$ cat src/rtl/trng_byte_packer_if.sv
// Word stream from the TRNG byte packer to the user I/O mux.
// Master drives data/valid, slave drives ready.
interface trng_byte_packer_if #(
    parameter int WIDTH = 8
) ();
    logic [WIDTH-1:0] out_data;
    logic             out_valid;
    logic             out_ready;

    modport master (
        output out_data,
        output out_valid,
        input  out_ready
    );

    modport slave (
        input  out_data,
        input  out_valid,
        output out_ready
    );
endinterface

$ cat src/rtl/trng_byte_packer.sv
// Von Neumann corrects raw latch entropy and packs corrected bits into WIDTH-bit words.
// Latency: word valid the cycle after the edge sampling its pair-completing raw bit.
// Backpressure: one full word waits behind out_data, further bits drop; HEALTH_TEST_EN adds a repetition-count fault.
module trng_byte_packer #(
    parameter int WIDTH     = 8,
    parameter int REP_LIMIT = 32
) (
    input  logic               clk,
    input  logic               reset,
    input  logic               enabled,
    input  logic               raw_bit,
    output logic               fault,
    trng_byte_packer_if.master stream
);
    localparam int             CW   = $clog2(WIDTH + 1);
    localparam logic [CW-1:0]  FULL = CW'(WIDTH);

    if (WIDTH < 2 || WIDTH > 32) begin : g_bad_width
        $error("trng_byte_packer: WIDTH out of range");
    end
    if (REP_LIMIT < 2 || REP_LIMIT > 255) begin : g_bad_limit
        $error("trng_byte_packer: REP_LIMIT out of range");
    end

    typedef enum logic {
        IDLE,
        HAVE_FIRST
    } pair_state_t;

    pair_state_t      state_q, state_nxt;
    logic             first_q;
    logic [WIDTH-1:0] shift_q, shift_nxt;
    logic [CW-1:0]    count_q, count_nxt;
    logic [WIDTH-1:0] data_q;
    logic             valid_q;
    logic             emit;
    logic             take;
    logic             load;
    logic             blocked;

`ifdef HEALTH_TEST_EN
    logic [7:0] run_q, run_nxt;
    logic       prev_q;
    logic       have_prev_q;
    logic       fault_q;

    // Runs count enabled samples only, so a disabled gap leaves the run intact.
    always_comb begin
        run_nxt = run_q;
        if (enabled) begin
            if (have_prev_q && (raw_bit == prev_q)) begin
                run_nxt = (run_q == 8'hFF) ? run_q : run_q + 8'd1;
            end else begin
                run_nxt = 8'd1;
            end
        end
    end

    always_ff @(posedge clk) begin
        if (reset) begin
            run_q       <= 8'd0;
            prev_q      <= 1'b0;
            have_prev_q <= 1'b0;
            fault_q     <= 1'b0;
        end else begin
            if (enabled) begin
                run_q       <= run_nxt;
                prev_q      <= raw_bit;
                have_prev_q <= 1'b1;
            end
            if (run_nxt >= 8'(REP_LIMIT)) begin
                fault_q <= 1'b1;
            end
        end
    end

    assign fault   = fault_q;
    assign blocked = fault_q;
`else
    assign fault   = 1'b0;
    assign blocked = 1'b0;
`endif

    always_comb begin
        state_nxt = state_q;
        emit      = 1'b0;
        if (!enabled) begin
            state_nxt = IDLE;
        end else if (state_q == IDLE) begin
            state_nxt = HAVE_FIRST;
        end else begin
            state_nxt = IDLE;
            emit      = (raw_bit != first_q) && !blocked;
        end
    end

    // A full assembler either hands its word over this edge or holds it and drops new bits.
    always_comb begin
        take      = emit && (count_q != FULL);
        shift_nxt = shift_q;
        count_nxt = count_q;
        if (take) begin
            shift_nxt = {shift_q[WIDTH-2:0], first_q};
            count_nxt = count_q + CW'(1);
        end
        load = (count_nxt == FULL) && (!valid_q || stream.out_ready);
    end

    always_ff @(posedge clk) begin
        if (reset) begin
            state_q <= IDLE;
            first_q <= 1'b0;
            shift_q <= '0;
            count_q <= '0;
            data_q  <= '0;
            valid_q <= 1'b0;
        end else begin
            state_q <= state_nxt;
            if (enabled && (state_q == IDLE)) begin
                first_q <= raw_bit;
            end
            if (blocked) begin
                shift_q <= '0;
                count_q <= '0;
                data_q  <= '0;
                valid_q <= 1'b0;
            end else if (load) begin
                shift_q <= '0;
                count_q <= '0;
                data_q  <= shift_nxt;
                valid_q <= 1'b1;
            end else begin
                shift_q <= shift_nxt;
                count_q <= count_nxt;
                if (valid_q && stream.out_ready) begin
                    valid_q <= 1'b0;
                end
            end
        end
    end

    assign stream.out_data  = data_q;
    assign stream.out_valid = valid_q && !blocked;

endmodule

$ cat src/flat_wrapper.sv
// flat-port wrapper written by rule: the top's interface ports become plain ports
module trng_byte_packer_flat 
#(
    parameter int WIDTH     = 8,
    parameter int REP_LIMIT = 32
)
  (clk, reset, enabled, raw_bit, fault, stream_out_data, stream_out_valid, stream_out_ready);
  trng_byte_packer_if #(.WIDTH(WIDTH)) stream_i ();
  input  logic clk;
  input  logic reset;
  input  logic enabled;
  input  logic raw_bit;
  output logic fault;
  output wire logic [$bits(stream_i.out_data)-1:0] stream_out_data;
  output wire logic [$bits(stream_i.out_valid)-1:0] stream_out_valid;
  input wire logic [$bits(stream_i.out_ready)-1:0] stream_out_ready;
  assign stream_out_data = stream_i.out_data;
  assign stream_out_valid = stream_i.out_valid;
  assign stream_i.out_ready = stream_out_ready;
  trng_byte_packer #(.WIDTH(WIDTH), .REP_LIMIT(REP_LIMIT)) u_core (.clk(clk), .reset(reset), .enabled(enabled), .raw_bit(raw_bit), .fault(fault), .stream(stream_i));
endmodule
$ cat config.mk
export PLATFORM = sky130hd
export DESIGN_NAME = trng_byte_packer_flat
export DESIGN_NICKNAME = d
export VERILOG_FILES = /design/src/rtl/trng_byte_packer_if.sv /design/src/rtl/trng_byte_packer.sv /design/src/flat_wrapper.sv
export SDC_FILE = /design/constraint.sdc
export NUM_CORES = 1
export LEC_CHECK = 0
export ABC_AREA = 1
export ABC_CLOCK_PERIOD_IN_PS = 2600
export CAP_MARGIN = 20
export CORE_UTILIZATION = 40
export DETAILED_ROUTE_END_ITERATION = 16
export PLACE_DENSITY = 0.6
export SLEW_MARGIN = 20
export SYNTH_ARGS = -nofsm -noshare
export SYNTH_HDL_FRONTEND = slang
export SYNTH_SLANG_ARGS = --single-unit
$ cat constraint.sdc
create_clock -name clk -period 2.6 [get_ports clk]
set_input_delay 0.65 -clock clk [delete_from_list [all_inputs] [get_ports clk]]
set_output_delay 0.65 -clock clk [all_outputs]
set_load 0.1 [all_outputs]
# [Word-level counts from Yosys, hierarchy flattened]
# Index checks and enable logic that the tools add are counted.
[op_classes] mux=7 eq_ne=3 add_sub_neg=1 bitwise_logic=2 reduce_logical=9
[op_table] op="$mux W8" n=1
[op_table] op="$mux W1" n=5
[op_table] op="$add A4 B1 Y4 const B" n=1
[op_table] op="$eq A4 B4 Y1 const B" n=1
[op_table] op="$logic_and A1 B1 Y1" n=4
[op_table] op="$mux W4" n=1
[op_table] op="$ne A4 B4 Y1 const B" n=1
[op_table] op="$reduce_or A2 Y1" n=2
[op_table] op="$not A1 Y1" n=2
[op_table] op="$reduce_bool A2 Y1" n=1
[op_table] op="$logic_not A1 Y1" n=1
[op_table] op="$logic_or A1 B1 Y1" n=1
[op_table] op="$ne A1 B1 Y1" n=1
[word_totals] out_inout_bits=10 inputBits=5 elab_cells=28 regBits=23

# [Longest topological paths before layout]
# Gate-level depths: netlist of run 1.
[depth] depth_word=8 depth_mapped=12 mapped_depth_nobuf=11

# [Worst setup path after synthesis of run 1]
# Ideal clock, no wire load.
[synth_timing] path_type="input-to-reg" startpoint="input enabled" endpoint="register u_core.shift_q[0]" setup_ps=122 t_required_ps=2478 stages=11 path_buffers=2 arrival_time_ps=1826 setup_slack_ps=651 cell_sequence="nand2_1 > nor2_4 > nand3_2 > buf_6 > nand2_1 > nand2_2 > nor2_4 > nand3_4 > nand2_4 > buf_12 > nor2_2"
[synth_between] elab_chain_cells=6 elab_cells_between_ends=7 cone_classes="eq/ne (1); mux (3); reduce/logical (3)"
[synth_lines] item="start: declaration" line="flat_wrapper.sv:11" text="input logic enabled;"
[synth_lines] item="$mux W1 (*)" line="trng_byte_packer.sv:87" text="if (!enabled) begin"
[synth_lines] item="$logic_and A1 B1 Y1 (*)" line="trng_byte_packer.sv:99" text="take = emit && (count_q != FULL);"
[synth_lines] item="$mux W4" line="trng_byte_packer.sv:102" text="if (take) begin"
[synth_lines] item="$eq A4 B4 Y1" line="trng_byte_packer.sv:106" text="load = (count_nxt == FULL) && (!valid_q || stream.out_ready);"
[synth_lines] item="$logic_and A1 B1 Y1" line="trng_byte_packer.sv:106"
[synth_lines] item="$reduce_or A2 Y1 (no line)"
[synth_lines] item="end signal: assignment" line="trng_byte_packer.sv:133" text="shift_q <= shift_nxt;"
[synth_lines] item="end: declaration" line="trng_byte_packer.sv:32" text="logic [WIDTH-1:0] shift_q, shift_nxt;"
# Every way passes the cells marked *; elsewhere a longest branch is shown, timed or not.
# A chain may end at the register's enable or synchronous reset.

# [Worst setup path after layout of run 1]
[layout_timing] startpoint="input raw_bit" endpoint="register u_core.data_q[0], in the netlist u_core.stream.out_data[0]"
[layout_between] elab_chain_cells=7 elab_cells_between_ends=8 cone_classes="eq/ne (2); mux (4); reduce/logical (2)"
[layout_lines] item="start: declaration" line="flat_wrapper.sv:12" text="input logic raw_bit;"
[layout_lines] item="$ne A1 B1 Y1 (*)" line="trng_byte_packer.sv:93" text="emit = (raw_bit != first_q) && !blocked;"
[layout_lines] item="$mux W1 (*)" line="trng_byte_packer.sv:89" text="end else if (state_q == IDLE) begin"
[layout_lines] item="$mux W1 (*)" line="trng_byte_packer.sv:87"
[layout_lines] item="$logic_and A1 B1 Y1 (*)" line="trng_byte_packer.sv:99"
[layout_lines] item="$mux W4" line="trng_byte_packer.sv:102"
[layout_lines] item="$eq A4 B4 Y1" line="trng_byte_packer.sv:106"
[layout_lines] item="$logic_and A1 B1 Y1" line="trng_byte_packer.sv:106"
[layout_lines] item="end signal: assignment" line="trng_byte_packer.sv:130" text="data_q <= shift_nxt;"
[layout_lines] item="end: declaration" line="trng_byte_packer.sv:34" text="logic [WIDTH-1:0] data_q;"
# Marks and branches as above.

==> impl_metrics.csv, run 1 <==
group,metric,value,unit
routing,wirelength,1930,um
worst_setup_path,startpoint,"raw_bit",
routing,vias,920,
yosys,syn_avg_cell_area,7.35,um^2
final_layout,n_fill_cell,261,
worst_setup_path,cpMostUsedCell,"nor2_1",
pwr,p_comb_share,10.0,%
clock_network,clkLatencyLatePin,0.30,ns
sta,final.setup.tns,0,ns
pwr,power_report.internal_total,0.000440,W
pwr,p_switching,0.000145,W
routing,drt_pass1_iterations,3,
worst_hold_path,hold_class,"flop to flop",
global_route,met1_usage,16.0,%
worst_setup_path,worst-path-buf-inv,2,
final_layout,diodes,0,
final_layout,layout.nets,180,
sta,hold_viol,0,
worst_setup_path,crit_type,"input pin to flop",
yosys,synth_common_cells,"inv_1, nand2_1, dfxtp_1",
floorplan,ios,15,
placement,gp_congestion,0.771,
worst_setup_path,critPathCaptureType,"flop",
sta,rsz0062_at_grt,"false",
clock_network,cts_sinks,23,
yosys,yosysWarnings,0,
clock_network,cts.repair.resized,0,
worst_setup_path,worst-r2r-setup-slack,0.80,ns
global_route,grt_pass1_vias,846,
final_layout,drive_above_1_share,20.9,%
sta,clock.fmax,484,MHz
worst_setup_path,crit_path_top_delay_cell,"clkdlybuf4s50_1",
yosys,synth-edff-count,0,
yosys,ys_seq_area_share,40.4,%
routing,drcViolationCount,0,
sta,setup_viol,0,
routing,wl_per_cell,9.53,um
clock_network,clock-root-buffer,"clkbuf_4",
yosys,synth_area_leader_cell,"dfxtp_1",
floorplan,start_util,44.0,%
pwr,power.density,451,nW/um^2
clock_network,numCtsBuffers,3,
yosys,synth_cells,155,
worst_setup_path,path_delay_family,"buffers and inverters",
worst_setup_path,cp.arrival,2.28,ns
sta,maxSlewViolCount,0,
yosys,synth_top_area_share,40.4,%
worst_hold_path,hold_path.startpoint,"u_core.stream.out_data[7]",
floorplan,core.rowCount,18,
floorplan,dieHeight,55.4,um
status,status,"finished, final reports clean",
final_layout,multi_input_area,512,um^2
pwr,netSwitchingFraction,24.8,%
worst_setup_path,cpPeakStageDelay,0.51,ns
global_route,grt_antenna_before_repair,0,
final_layout,instances_no_fill,202,
worst_setup_path,crit_chain,"clkdlybuf4s50_1 > nor2_1 > nor2_4 > nand3_2 > buf_4 > o21ai_0 > nand4_1 > nand2_1 > nor2_1",
pwr,p_leak,0.582,nW
floorplan,dieArea,3060,um^2
yosys,async_reset_ff_share,0,%
yosys,synth-seq-cells,23,
sta,fin_skew,0.00246,ns
clock_network,clockBufferDepth,2,
final_layout,regArea,460,um^2
yosys,synth.distinct_cells,24,
worst_setup_path,startpoint_type,"input pin",
pwr,p_seq_share,62.1,%
worst_setup_path,r2r_cells,9,
global_route,grt_pass1_wl,3390,um
global_route,grtUsageMet2,24.6,%
clock_network,clk_pin_slew_worst_paths,0.12,ns
clock_network,cts_tree,"built",
placement,post-dp-hpwl,1440,um
sta,period_share,79.4,%
yosys,syn_area,1140,um^2
pwr,vdd_drop_max,0.467,mV
global_route,overflow,0,
routing,ant_nets,0,
pwr,clock_power_share,27.8,%
routing,drt_iter0_drc,9,
flow_run,drv_cap,0,
sta,min_period,2.06,ns
worst_hold_path,holdPathStages,4,
final_layout,syn_to_final_growth,14.0,%
placement,dpl.cell_count,198,
routing,viasPerCell,4.55,
global_route,grt.busiest_layer,"met2",
global_route,grt_max_degree,17,
yosys,synth_area_leaders,"dfxtp_1, inv_1, nand2_1",
clock_network,cts_htree_levels,1,
worst_setup_path,r2r_end,"u_core.stream.out_data[0]",
clock_network,postCtsSetupBuffers,0,
final_layout,final_core_util,50.1,%
yosys,synth_nets,162,
floorplan,die_w,55.4,um
yosys,synthFlopType,"dfxtp_1",
worst_setup_path,worstReg2RegStart,"u_core.count_q[1]",
worst_setup_path,critPathMaxFanout,16,
clock_network,cts_hold_buf,0,
floorplan,core_area,2590,um^2
worst_hold_path,min_to,"u_core.stream.out_data[7]",
global_route,use_met3,4.92,%
global_route,track_usage,13.8,%
placement,io_buffer_count,13,
worst_setup_path,required,2.82,ns
power groups by stage:
stage               sequential [W]  clock [W]  combinational [W]
finish                    0.000363   0.000163          0.0000586
global route              0.000365   0.000187          0.0000659
CTS                       0.000364   0.000175          0.0000593
detailed placement        0.000372          0          0.0000589
global placement          0.000371          0          0.0000582
floorplan                 0.000371          0          0.0000490
cell usage in the layout, fill, tap and decap left out, types with 3 or more instances in the layout:
cell             instances
nor2_1                  14
clkbuf_4                 3
o21ai_0                  8
buf_4                   13
nand2_2                  3
inv_1                   32
dfxtp_1                 23
nor2_2                  10
nand4_1                 11
nor2_4                   3
clkdlybuf4s50_1          4
a21oi_1                  3
nand2_1                 32
stage by stage:
stage / total power, W / cell area (um^2) / setup WS (ns) / hold WS, ns
finish: 0.000585 / 1300 / 0.535 / 0.514
global placement: 0.000430 / 1270 / 0.239 / 0.497
floorplan: 0.000420 / 1140 / 0.651 / 0.485
detailed placement: 0.000431 / 1270 / 0.204 / 0.498
global route: 0.000618 / 1300 / 0.408 / 0.543
CTS: 0.000598 / 1300 / 0.552 / 0.519
logic make-up (layout without fill, tap and decap cells):
family / Yosys count / after routing / share of synthesized area, %
buffers and inverters: 37 / 54 / 14.6
flip-flops: 23 / 23 / 40.4
other: 1 / 1 / 0.329
XOR/XNOR: 1 / 1 / 0.769
adder cells (fa/ha/maj): 2 / 2 / 2.20
AO/OA/AOI/OAI: 13 / 13 / 6.04
AND/OR/NAND/NOR: 78 / 78 / 35.6
metal layers:
metal / vias to the layer above / share of wire (%)
met5: - / 0
met4: 0 / 0.78
met3: 2 / 3.6
met2: 14 / 48
met1: 399 / 47
li1: 505 / -
worst min-delay path, cell delays in order, from the launching register on:
cell and delay (ns):
dfxtp_1 0.33, inv_1 0.05, nand2_1 0.04, inv_1 0.04
nor2_1 0.03
flip-flops by register name, indices dropped and copies added (netlist names):
name / cells
u_core.shift_q: 8
u_core.stream.out_data: 8
u_core.count_q: 4
u_core.first_q: 1
u_core.state_q: 1
u_core.stream.out_valid: 1
cell type report:
cell class / instances / area share (%)
Inverter: 33 / 9.55
Timing Repair Buffer: 17 / 10.6
Sequential cell: 23 / 35.5
Tap cell: 30 / 2.89
Multi-Input combinational cell: 95 / 39.4
Clock buffer: 4 / 2.03
how the worst max path moves through the flow:
stage,endpoint,slack [ns],depth (start not counted)
after floorplan,u_core.shift_q[0],0.65,11
after global placement,u_core.stream.out_data[4],0.24,9
after detailed placement,u_core.count_q[1],0.20,10
after CTS,u_core.count_q[1],0.55,10
after global routing,u_core.stream.out_data[0],0.41,9
final,u_core.stream.out_data[0],0.54,9
No activity file was read; power rests on OpenSTA's default activity.
==> run 2, diff against run 1 <==
Settings changed: ABC_CLOCK_PERIOD_IN_PS 2600 to 2100.
Clock period 2.6 ns to 2.1 ns, I/O delays scaled along.
==> run 2 against run 1 <==
Non-clock buffer count increased by 11. First-iteration DRC count increased by 110%. Register-to-register slack got worse by 0.48 ns. Global-route usage increased by 0.36 points. Die area unchanged. Critical path depth increased by 1. Utilization increased by 3.2 points. Cell count increased by 5.4%. Combinational power increased by 52%. Worst hold slack improved by 0.0041 ns. Flip-flop and latch count unchanged. Final area increased by 6.4%.
==> impl_metrics.csv, run 2 (synthesis results as in run 1) <==
group,metric,value,unit
worst_setup_path,path_delay_family,"simple AND/OR/NAND/NOR gates",
routing,vias,927,
floorplan,dieHeight,55.4,um
clock_network,cts_sinks,23,
worst_setup_path,critPathCaptureType,"flop",
placement,post-dp-hpwl,1530,um
routing,wirelength,2000,um
clock_network,cts_hold_buf,0,
sta,clock.fmax,526,MHz
worst_setup_path,crit_type,"input pin to flop",
worst_setup_path,crit_path_top_delay_cell,"clkdlybuf4s50_1",
sta,hold_viol,0,
final_layout,n_fill_cell,271,
placement,gp_congestion,0.785,
routing,wl_per_cell,9.38,um
worst_hold_path,hold_class,"flop to flop",
status,status,"finished, final reports clean",
final_layout,regArea,460,um^2
routing,ant_nets,0,
final_layout,post-route-cell-area,1380,um^2
worst_setup_path,crit_chain,"clkdlybuf4s50_1 > nand2_1 > nor2_4 > nand3_2 > nand2_1 > nand2_2 > nor2_4 > nand3_4 > nand2_4 > a21oi_1",
floorplan,start_util,44.0,%
final_layout,final_core_util,53.3,%
routing,drt_pass1_iterations,4,
final_layout,diodes,0,
global_route,track_usage,14.1,%
floorplan,dieArea,3060,um^2
clock_network,numCtsBuffers,3,
placement,placed_area,1350,um^2
final_layout,final_cell_mix,"inv_1, nand2_1, buf_4",
floorplan,die_w,55.4,um
routing,viasPerCell,4.35,
clock_network,cts.repair.resized,0,
clock_network,clock-root-buffer,"clkbuf_4",
sta,period_share,90.5,%
sta,rsz0062_at_grt,"false",
flow_run,drv_cap,0,
routing,drt_iter0_drc,19,
global_route,grt_max_degree,17,
clock_network,clockBufferDepth,2,
worst_setup_path,worst-path-buf-inv,1,
final_layout,layout.nets,191,
pwr,p_leak,0.629,nW
sta,maxSlewViolCount,0,
final_layout,drive_above_1_share,25.7,%
placement,io_buffer_count,13,
worst_setup_path,critPathMaxFanout,12,
clock_network,clkLatencyLatePin,0.31,ns
floorplan,core_area,2590,um^2
clock_network,clk_pin_slew_worst_paths,0.12,ns
sta,fin_skew,0.00528,ns
worst_setup_path,required,2.31,ns
floorplan,core.rowCount,18,
routing,drcViolationCount,0,
sta,final.setup.tns,0,ns
sta,setup_viol,0,
clock_network,cts_tree,"built",
final_layout,multi_input_area,512,um^2
final_layout,syn_to_final_growth,21.2,%
clock_network,cts_htree_levels,1,
global_route,grt_antenna_before_repair,0,
clock_network,postCtsSetupBuffers,0,
global_route,overflow,0,
worst_setup_path,cpPeakStageDelay,0.48,ns
sta,min_period,1.90,ns
floorplan,ios,15,
worst_setup_path,cp.arrival,2.11,ns
global_route,grt_pass1_vias,849,
pwr,power.density,537,nW/um^2
pwr,vdd_drop_max,0.617,mV
global_route,grt_pass1_wl,3500,um
worst_setup_path,startpoint_type,"input pin",
run 2: cell count changes in the layout (fill, tap and decap cells not counted):
cell	delta
buf_4	+11
run 2: power by group:
part | total, W | switching [W] | internal [W]
Clock | 0.000202 | 0.000128 | 0.0000741
Combinational | 0.0000888 | 0.0000511 | 0.0000377
Sequential | 0.000450 | 0.00000508 | 0.000445
run 2: per-stage QoR:
stage | worst slack [ns] | std cells | hold slack (ns) | power (W)
global route | 0.0767 | 213 | 0.543 | 0.000777
detailed placement | -0.153 | 209 | 0.503 | 0.000550
finish | 0.200 | 213 | 0.518 | 0.000741
floorplan | 0.195 | 155 | 0.485 | 0.000519
global placement | -0.117 | 209 | 0.498 | 0.000548
CTS | 0.195 | 213 | 0.524 | 0.000755
run 2: final cells by class:
cell class	instances	share of cell area, %
inverter	33	8.98
tap	30	2.72
multi-input combinational	95	37.1
sequential	23	33.4
timing repair buffer	28	16.0
clock buffer	4	1.90
run 2: final timing paths:
kind / startpoint / to / slack, ns / depth (start not counted)
max: enabled / u_core.count_q[1] / 0.20 / 10
min: u_core.stream.out_data[1] / u_core.stream.out_data[1] / 0.52 / 4
max reg2reg: u_core.count_q[0] / u_core.count_q[1] / 0.32 / 10
min reg2reg: u_core.stream.out_data[1] / u_core.stream.out_data[1] / 0.52 / 4
run 2: metal layers:
layer / wire (um) / part of all wire, % / global-route usage, %
met4: 4 / 0.20 / 2.14
met5: 0 / 0 / 0
met2: 955 / 48 / 24.4
met3: 78 / 3.9 / 4.92
met1: 959 / 48 / 17.2
run 2: worst register-to-register path, stage by stage (launching register included):
cell     delay [ns]
dfxtp_1        0.39
inv_1          0.08
ha_1           0.20
nand3_1        0.13
nand3_2        0.15
nand2_1        0.12
nand2_2        0.07
nor2_4         0.11
nand3_4        0.16
nand2_4        0.21
a21oi_1        0.06
